**config.mk**
```make
export PLATFORM = sky130hd
export DESIGN_NAME = uart_link_ctrl_flat
export DESIGN_NICKNAME = d
export VERILOG_FILES = /design/src/rtl/uart_link_ctrl_if.sv /design/src/rtl/uart_link_ctrl.sv /design/src/flat_wrapper.sv
export SDC_FILE = /design/constraint.sdc
export NUM_CORES = 2
export LEC_CHECK = 0
export ABC_AREA = 0
export CORE_MARGIN = 5
export CORE_UTILIZATION = 54
export DETAILED_ROUTE_END_ITERATION = 8
export PLACE_DENSITY = 0.79
export SLEW_MARGIN = 10
export SYNTH_ARGS = -nofsm -noshare
export SYNTH_HDL_FRONTEND = slang
export SYNTH_SLANG_ARGS = --single-unit
```
**constraint.sdc**
```tcl
create_clock -name clock -period 2.7 [get_ports clock]
set_input_delay 0.54 -clock clock [delete_from_list [all_inputs] [get_ports clock]]
set_output_delay 0.54 -clock clock [all_outputs]
set_load 0.01 [all_outputs]
```
**src/rtl/uart_link_ctrl_if.sv**
```systemverilog
// rtl/uart_link_ctrl_if.sv - byte-level UART handshake bundle between link controller and UART
interface uart_link_ctrl_if;
  logic [7:0] rx_data;
  logic       rx_ready;
  logic       rx_clear;
  logic [7:0] tx_data;
  logic       tx_wr_en;
  logic       tx_busy;

  modport master (
    input  rx_data, rx_ready, tx_busy,
    output rx_clear, tx_data, tx_wr_en
  );

  modport slave (
    output rx_data, rx_ready, tx_busy,
    input  rx_clear, tx_data, tx_wr_en
  );
endinterface

```
**src/rtl/uart_link_ctrl.sv**
```systemverilog
// rtl/uart_link_ctrl.sv - host link: header assembly with idle resync, nonce queue and MSB-first TX
// Optional trailing XOR checksum byte per frame when UART_LINK_CHECKSUM_EN is defined.
module uart_link_ctrl #(
  parameter int HEADER_BYTES   = 80,
  parameter int NONCE_BYTES    = 4,
  parameter int FIFO_DEPTH     = 4,
  parameter int TIMEOUT_CYCLES = 50000
) (
  input  logic                      clock,
  input  logic                      reset,
  uart_link_ctrl_if.master          uart,
  output logic [HEADER_BYTES*8-1:0] header_data,
  output logic                      header_valid,
  output logic                      frame_error,
  input  logic [NONCE_BYTES*8-1:0]  nonce_in,
  input  logic                      nonce_push,
  output logic                      fifo_full,
  output logic                      overflow
);
  localparam int HW = HEADER_BYTES * 8;
  localparam int NW = NONCE_BYTES * 8;
`ifdef UART_LINK_CHECKSUM_EN
  localparam int FRAME_BYTES = HEADER_BYTES + 1;
`else
  localparam int FRAME_BYTES = HEADER_BYTES;
`endif
  localparam int CW   = $clog2(FRAME_BYTES + 1);
  localparam int IW   = $clog2(TIMEOUT_CYCLES + 1);
  localparam int PW   = $clog2(FIFO_DEPTH);
  localparam int CNTW = PW + 1;
  localparam int BW   = $clog2(NONCE_BYTES + 1);

  // ---------------- RX frame assembly ----------------
  logic          rx_accept;
  logic          last_byte;
  logic          idle_expired;
  logic [CW-1:0] rx_count;
  logic [IW-1:0] idle_count;
  logic [HW-1:0] assembly;
`ifdef UART_LINK_CHECKSUM_EN
  logic [7:0]    rx_xor;
`endif

  // The clear pulse masks the flag for one cycle so a still-high rx_ready is not taken twice.
  assign rx_accept    = uart.rx_ready && !uart.rx_clear;
  assign last_byte    = (rx_count == CW'(FRAME_BYTES - 1));
  assign idle_expired = (idle_count == IW'(TIMEOUT_CYCLES - 1));

  always_ff @(posedge clock) begin
    if (reset) begin
      uart.rx_clear <= 1'b0;
      header_valid  <= 1'b0;
      frame_error   <= 1'b0;
      header_data   <= '0;
      assembly      <= '0;
      rx_count      <= '0;
      idle_count    <= '0;
`ifdef UART_LINK_CHECKSUM_EN
      rx_xor        <= '0;
`endif
    end else begin
      uart.rx_clear <= rx_accept;
      header_valid  <= 1'b0;
      frame_error   <= 1'b0;
      if (rx_accept) begin
        idle_count <= '0;
        if (last_byte) begin
          rx_count <= '0;
`ifdef UART_LINK_CHECKSUM_EN
          rx_xor <= '0;
          if (uart.rx_data == rx_xor) begin
            header_data  <= assembly;
            header_valid <= 1'b1;
          end else begin
            frame_error <= 1'b1;
          end
`else
          header_data  <= {assembly[HW-9:0], uart.rx_data};
          header_valid <= 1'b1;
`endif
        end else begin
          rx_count <= rx_count + CW'(1);
          assembly <= {assembly[HW-9:0], uart.rx_data};
`ifdef UART_LINK_CHECKSUM_EN
          rx_xor   <= rx_xor ^ uart.rx_data;
`endif
        end
      end else if (rx_count != '0) begin
        if (idle_expired) begin
          rx_count    <= '0;
          idle_count  <= '0;
          frame_error <= 1'b1;
`ifdef UART_LINK_CHECKSUM_EN
          rx_xor      <= '0;
`endif
        end else begin
          idle_count <= idle_count + IW'(1);
        end
      end
    end
  end

  // ---------------- nonce queue ----------------
  logic [NW-1:0]   fifo_mem [FIFO_DEPTH];
  logic [PW-1:0]   wr_ptr, rd_ptr;
  logic [CNTW-1:0] fifo_count, count_next;
  logic            push, pop;

  assign push = nonce_push && !fifo_full;

  always_comb begin
    count_next = fifo_count + CNTW'(push) - CNTW'(pop);
  end

  always_ff @(posedge clock) begin
    if (reset) begin
      wr_ptr     <= '0;
      rd_ptr     <= '0;
      fifo_count <= '0;
      fifo_full  <= 1'b0;
      overflow   <= 1'b0;
    end else begin
      if (push) begin
        fifo_mem[wr_ptr] <= nonce_in;
        wr_ptr           <= wr_ptr + PW'(1);
      end
      if (pop)
        rd_ptr <= rd_ptr + PW'(1);
      fifo_count <= count_next;
      fifo_full  <= (count_next == CNTW'(FIFO_DEPTH));
      if (nonce_push && fifo_full)
        overflow <= 1'b1;
    end
  end

  // ---------------- TX serialiser ----------------
  typedef enum logic [1:0] {TX_IDLE, TX_SEND, TX_WAIT_BUSY, TX_WAIT_DONE} tx_state_t;
  tx_state_t     state, state_next;
  logic [NW-1:0] shift;
  logic [BW-1:0] bytes_left;
  logic          tx_fire, shift_en;

  always_ff @(posedge clock) begin
    if (reset) state <= TX_IDLE;
    else       state <= state_next;
  end

  always_comb begin
    state_next = state;
    case (state)
      TX_IDLE:      if (fifo_count != '0) state_next = TX_SEND;
      TX_SEND:      if (!uart.tx_busy)    state_next = TX_WAIT_BUSY;
      TX_WAIT_BUSY: if (uart.tx_busy)     state_next = TX_WAIT_DONE;
      TX_WAIT_DONE: if (!uart.tx_busy)
                      state_next = (bytes_left == BW'(1)) ? TX_IDLE : TX_SEND;
      default:      state_next = TX_IDLE;
    endcase
  end

  always_comb begin
    pop      = 1'b0;
    tx_fire  = 1'b0;
    shift_en = 1'b0;
    case (state)
      TX_IDLE:      pop      = (fifo_count != '0);
      TX_SEND:      tx_fire  = !uart.tx_busy;
      TX_WAIT_DONE: shift_en = !uart.tx_busy;
      default: ;
    endcase
  end

  // Strobe and byte are registered together so tx_data is stable for the whole strobe.
  always_ff @(posedge clock) begin
    if (reset) begin
      shift         <= '0;
      bytes_left    <= '0;
      uart.tx_data  <= '0;
      uart.tx_wr_en <= 1'b0;
    end else begin
      uart.tx_wr_en <= tx_fire;
      if (pop) begin
        shift      <= fifo_mem[rd_ptr];
        bytes_left <= BW'(NONCE_BYTES);
      end
      if (tx_fire)
        uart.tx_data <= shift[NW-1 -: 8];
      if (shift_en) begin
        shift      <= shift << 8;
        bytes_left <= bytes_left - BW'(1);
      end
    end
  end
endmodule

```
**src/flat_wrapper.sv**
```systemverilog
// flat-port wrapper written by rule: the top's interface ports become plain ports
module uart_link_ctrl_flat 
#(
  parameter int HEADER_BYTES   = 80,
  parameter int NONCE_BYTES    = 4,
  parameter int FIFO_DEPTH     = 4,
  parameter int TIMEOUT_CYCLES = 50000
)
  (clock, reset, header_data, header_valid, frame_error, nonce_in, nonce_push, fifo_full, overflow, uart_rx_data, uart_rx_ready, uart_tx_busy, uart_rx_clear, uart_tx_data, uart_tx_wr_en);
  uart_link_ctrl_if uart_i ();
  input  logic clock;
  input  logic reset;
  output logic [HEADER_BYTES*8-1:0] header_data;
  output logic header_valid;
  output logic frame_error;
  input  logic [NONCE_BYTES*8-1:0] nonce_in;
  input  logic nonce_push;
  output logic fifo_full;
  output logic overflow;
  input wire logic [$bits(uart_i.rx_data)-1:0] uart_rx_data;
  input wire logic [$bits(uart_i.rx_ready)-1:0] uart_rx_ready;
  input wire logic [$bits(uart_i.tx_busy)-1:0] uart_tx_busy;
  output wire logic [$bits(uart_i.rx_clear)-1:0] uart_rx_clear;
  output wire logic [$bits(uart_i.tx_data)-1:0] uart_tx_data;
  output wire logic [$bits(uart_i.tx_wr_en)-1:0] uart_tx_wr_en;
  assign uart_i.rx_data = uart_rx_data;
  assign uart_i.rx_ready = uart_rx_ready;
  assign uart_i.tx_busy = uart_tx_busy;
  assign uart_rx_clear = uart_i.rx_clear;
  assign uart_tx_data = uart_i.tx_data;
  assign uart_tx_wr_en = uart_i.tx_wr_en;
  uart_link_ctrl #(.HEADER_BYTES(HEADER_BYTES), .NONCE_BYTES(NONCE_BYTES), .FIFO_DEPTH(FIFO_DEPTH), .TIMEOUT_CYCLES(TIMEOUT_CYCLES)) u_core (.clock(clock), .reset(reset), .uart(uart_i), .header_data(header_data), .header_valid(header_valid), .frame_error(frame_error), .nonce_in(nonce_in), .nonce_push(nonce_push), .fifo_full(fifo_full), .overflow(overflow));
endmodule
```
==> summary.md <==
| Metric | Value |
|---|---|
| Status | `completed` |
| Worst slew margin | `roughly 54%` |
| Fin. Hold Viols | `0` |
| H-tree depth | `4` |
| TritonCTS Sinks | `~1500` |
| DR DRC count | `0` |
| Post-DP HPWL | `about 100000 µm` |
| Routed WL per cell | `around 19 µm` |
| Number of synthesized flops with an enable pin | `approximately 130` |
| Hold Crit Depth | `2` |
| GP Congestion | `0.888` |
| Most frequent cells in the layout | `nand2_1, dfxtp_1, a21oi_1` |
| Worst-margin pin slew | `0.691 ns` |
| RSZ-0062 raised after global routing | `false` |
| Number of buffers created by CTS | `between 100 and 150` |
| Global route overflow | `0` |
| Top Family by Delay on Critical Path | `buffers and inverters` |
| Area grow syn2layout | `26.1%` |
| CP max stage delay | `slightly above 0.6 ns` |
| Drt initial violations | `roughly 4800` |
| Clock Tree Buf Depth | `3` |
| First-pass iteration count of the detailed router | `8` |
| Largest net degree at the start of global routing | `~150` |
| Max Cap Viol | `0` |
| HP Class | `input pin to register` |
| Core ar. | `94900 µm²` |
| PortBufs | `between 600 and 700` |
| First-pass GRT wire length | `~230000 µm` |
| Yosys cell types | `55` |
| Worst r2r path cells | `8` |
| Top FF cell, synth | `dfxtp_1` |
| Final Routed Wirelength | `around 150000 µm` |
| Setup slack, reg-to-reg | `between 0.4 and 0.5 ns` |
| Synth Register Bits | `1483` |
| Worst R2R Start | `u_core.rx_count[0]$_SDFFE_PP0P_` |
| Cell leakage power | `21.0 nW` |
| Vias/cell | `5.53` |
| Synth Warn # | `0` |
| Final Total Pwr | `roughly 47 mW` |
| Clock Tree Root | `clkbuf_16` |
| Slowest CP cell | `clkdlybuf4s50_1` |
| WL met2 | `between 70000 and 80000 µm` |
| DIE AREA | `between 100000 and 150000 µm²` |
| Crit path kind | `register to output pin` |
| Total GRT Usage | `28.1%` |
| FMAX | `419 MHz` |
| Clk Latency, worst-skew pair | `roughly 0.76 ns` |
| Post-route ant nets | `0` |
| Resize count post-CTS | `0` |
| Largest family of logic cells by synthesized area | `simple AND/OR/NAND/NOR gates` |
| I/O pins | `699` |
| Metal3 WL | `between 10000 and 15000 µm` |
| Worst EP arrival | `roughly 1.9 ns` |
| Hold-fix buffers, CTS | `0` |
| Post-Route Skew | `about 0.021 ns` |
| Final period util | `88.3%` |
| Initial antenna violation count | `2` |
| Hold worst-path end | `u_core.header_data[56]$_SDFFE_PP0P_` |
| Final Max Slew Viols | `0` |
| Synth Net Count | `approximately 6000` |
| Synth Area in Adders | `less than 1%` |
| Crit-path cells | `clkdlybuf4s50_1` |
| Ys async rst share | `0%` |
| Row count | `between 100 and 150` |
| Register area share after synthesis | `60.0%` |
| Power density over the cells | `roughly 720 nW/µm²` |
| Synth Area in XOR/XNOR | `less than 1%` |
| Via Count | `roughly 44000` |
| Placed cells | `7759` |
| Tmin final | `around 2.4 ns` |
| Gate Count Post-Synth | `around 6100` |
| Buf/Inv on CP | `1` |
| M1 WL | `roughly 60000 µm` |
| Top routing layer in use | `met4` |
| Critical Path Sink Type | `output pin` |
| Post-synthesis simple-gate area fraction | `about a fifth` |
| TNS Setup | `0 ns` |
| Syn avg cell area | `8.43 µm²` |
| Layout cells sized above 1 | `under 10%` |
| Setup crit start kind | `register` |
| Most common cell after layout, fill and taps aside | `nand2_1` |
| Worst EP required | `between 2 and 2.5 ns` |
| Vias in the first global route | `approximately 42000` |
| Post-layout instance count excluding filler cells | `~8000` |
| Post-Synthesis Cell Area | `approximately 52000 µm²` |
| Final #Nets | `approximately 6700` |
| Maximum vdd drop | `~0.55 mV` |
| Die X | `319 µm` |
| Post-CTS Setup Inserts | `0` |
| Maximum fanout along the worst path | `2` |
| CTS tree | `built` |
| Hold path start | `reset` |
| Starting Density | `between 50% and 60%` |
| Die H | `about 320 µm` |
| Final Setup Violations | `0` |
| Capturing point of the worst reg2reg path | `u_core.header_data[344]$_SDFFE_PP0P_` |
| CTS clock-pin slew for the worst setup and hold paths | `approximately 0.060 ns` |
| Synth Area in Compound Gates | `approximately 14%` |
| Multiplexer share of the synthesized area | `between 1 and 1.5%` |
-- per-stage QoR --
step | setup slack (ns) | utilization [%] | hold slack (ns) | instance area [µm²]
final | 0.315 | 68.6 | 0.225 | 65100
after global routing | 0.278 | 68.6 | 0.224 | 65100
after CTS | 0.262 | 68.6 | 0.180 | 65100
after detailed placement | 0.157 | 63.4 | 0.445 | 60100
after global placement | 0.211 | 63.4 | 0.442 | 60100
after floorplan | 0.315 | - | 0.432 | 51600
-- logic make-up after synthesis --
group	count (synthesis)
AND/OR/NAND/NOR	2737
flip-flops	1483
AO/OA/AOI/OAI	1364
buffers and inverters	473
multiplexers	35
adder cells (fa/ha/maj)	17
XOR/XNOR	12
-- synthesized netlist by cell type, drive strengths merged, types with 3 or more instances --
master,number,area share [%]
and4,4,0.068
or2,3,0.036
a211oi,4,0.087
nand3,4,0.039
o21ai,12,0.17
ha,16,0.39
buf,204,2.0
o2111ai,3,0.051
mux4,32,1.4
and2,4,0.048
dfxtp,1355,53
clkbuf,255,1.9
nor2b,7,0.085
xnor2,5,0.085
a21oi,1302,13
inv,14,0.10
edfxtp,128,7.4
or3,6,0.073
o31ai,6,0.097
a311oi,26,0.47
nand2b,4,0.048
nand4,5,0.061
nand2,2633,19
and3,3,0.036
nor2,51,0.37
xor2,7,0.12
o21a,3,0.044
or4,3,0.044
-- metal layers --
| metal | track usage, % | vias to the layer above |
|---|---|---|
| met3 | 6.17 | 354 |
| met5 | 0 | - |
| li1 | - | 21000 |
| met4 | 12.4 | 0 |
| met1 | 36.3 | 21300 |
| met2 | 45.6 | 1789 |
-- flip-flops by register name, summed over array words and instances, names as in the netlist, named ones only --
name	flops
u_core.assembly	632
u_core.bytes_left	3
u_core.fifo_count	3
u_core.fifo_full	1
u_core.fifo_mem	128
u_core.frame_error	1
u_core.header_data	640
u_core.header_valid	1
u_core.idle_count	16
u_core.overflow	1
u_core.rd_ptr	2
u_core.rx_count	7
u_core.shift	32
u_core.state	2
u_core.uart.rx_clear	1
u_core.uart.tx_data	8
u_core.uart.tx_wr_en	1
u_core.wr_ptr	2
-- power breakdown --
part | switching, mW | total (mW) | internal [mW] | leakage [nW]
clock | 8.59 | 20.8 | 12.2 | 2.42
combinational | 1.88 | 2.95 | 1.08 | 6.54
sequential | 0.256 | 22.8 | 22.6 | 12.1
-- layout make-up --
class                      count  area [µm²]
inverter                      14        52.6
clock inverter                50         664
antenna                        2        5.00
sequential                  1483       31000
clock buffer                 215        4270
tap                         1265        1580
fill                        7192       29800
multi-input combinational   4165       18600
timing repair buffer         832        8910
-- worst max-delay path by stage --
stage / start / end / slack [ns] / cells after the start
2_1_floorplan: u_core.state[0]$_SDFFE_PP0P_ / u_core.fifo_full$_SDFF_PP0_ / 0.31 / 10
3_3_place_gp: uart_rx_ready / u_core.assembly[471]$_SDFFE_PP0P_ / 0.21 / 7
3_5_place_dp: uart_rx_ready / u_core.header_data[262]$_SDFFE_PP0P_ / 0.16 / 7
4_1_cts: u_core.header_data[296]$_SDFFE_PP0P_ / header_data[296] / 0.26 / 1
5_1_grt: u_core.header_data[10]$_SDFFE_PP0P_ / header_data[10] / 0.28 / 1
6_report: u_core.header_data[20]$_SDFFE_PP0P_ / header_data[20] / 0.31 / 1
No activity file was read; power rests on OpenSTA's default activity.
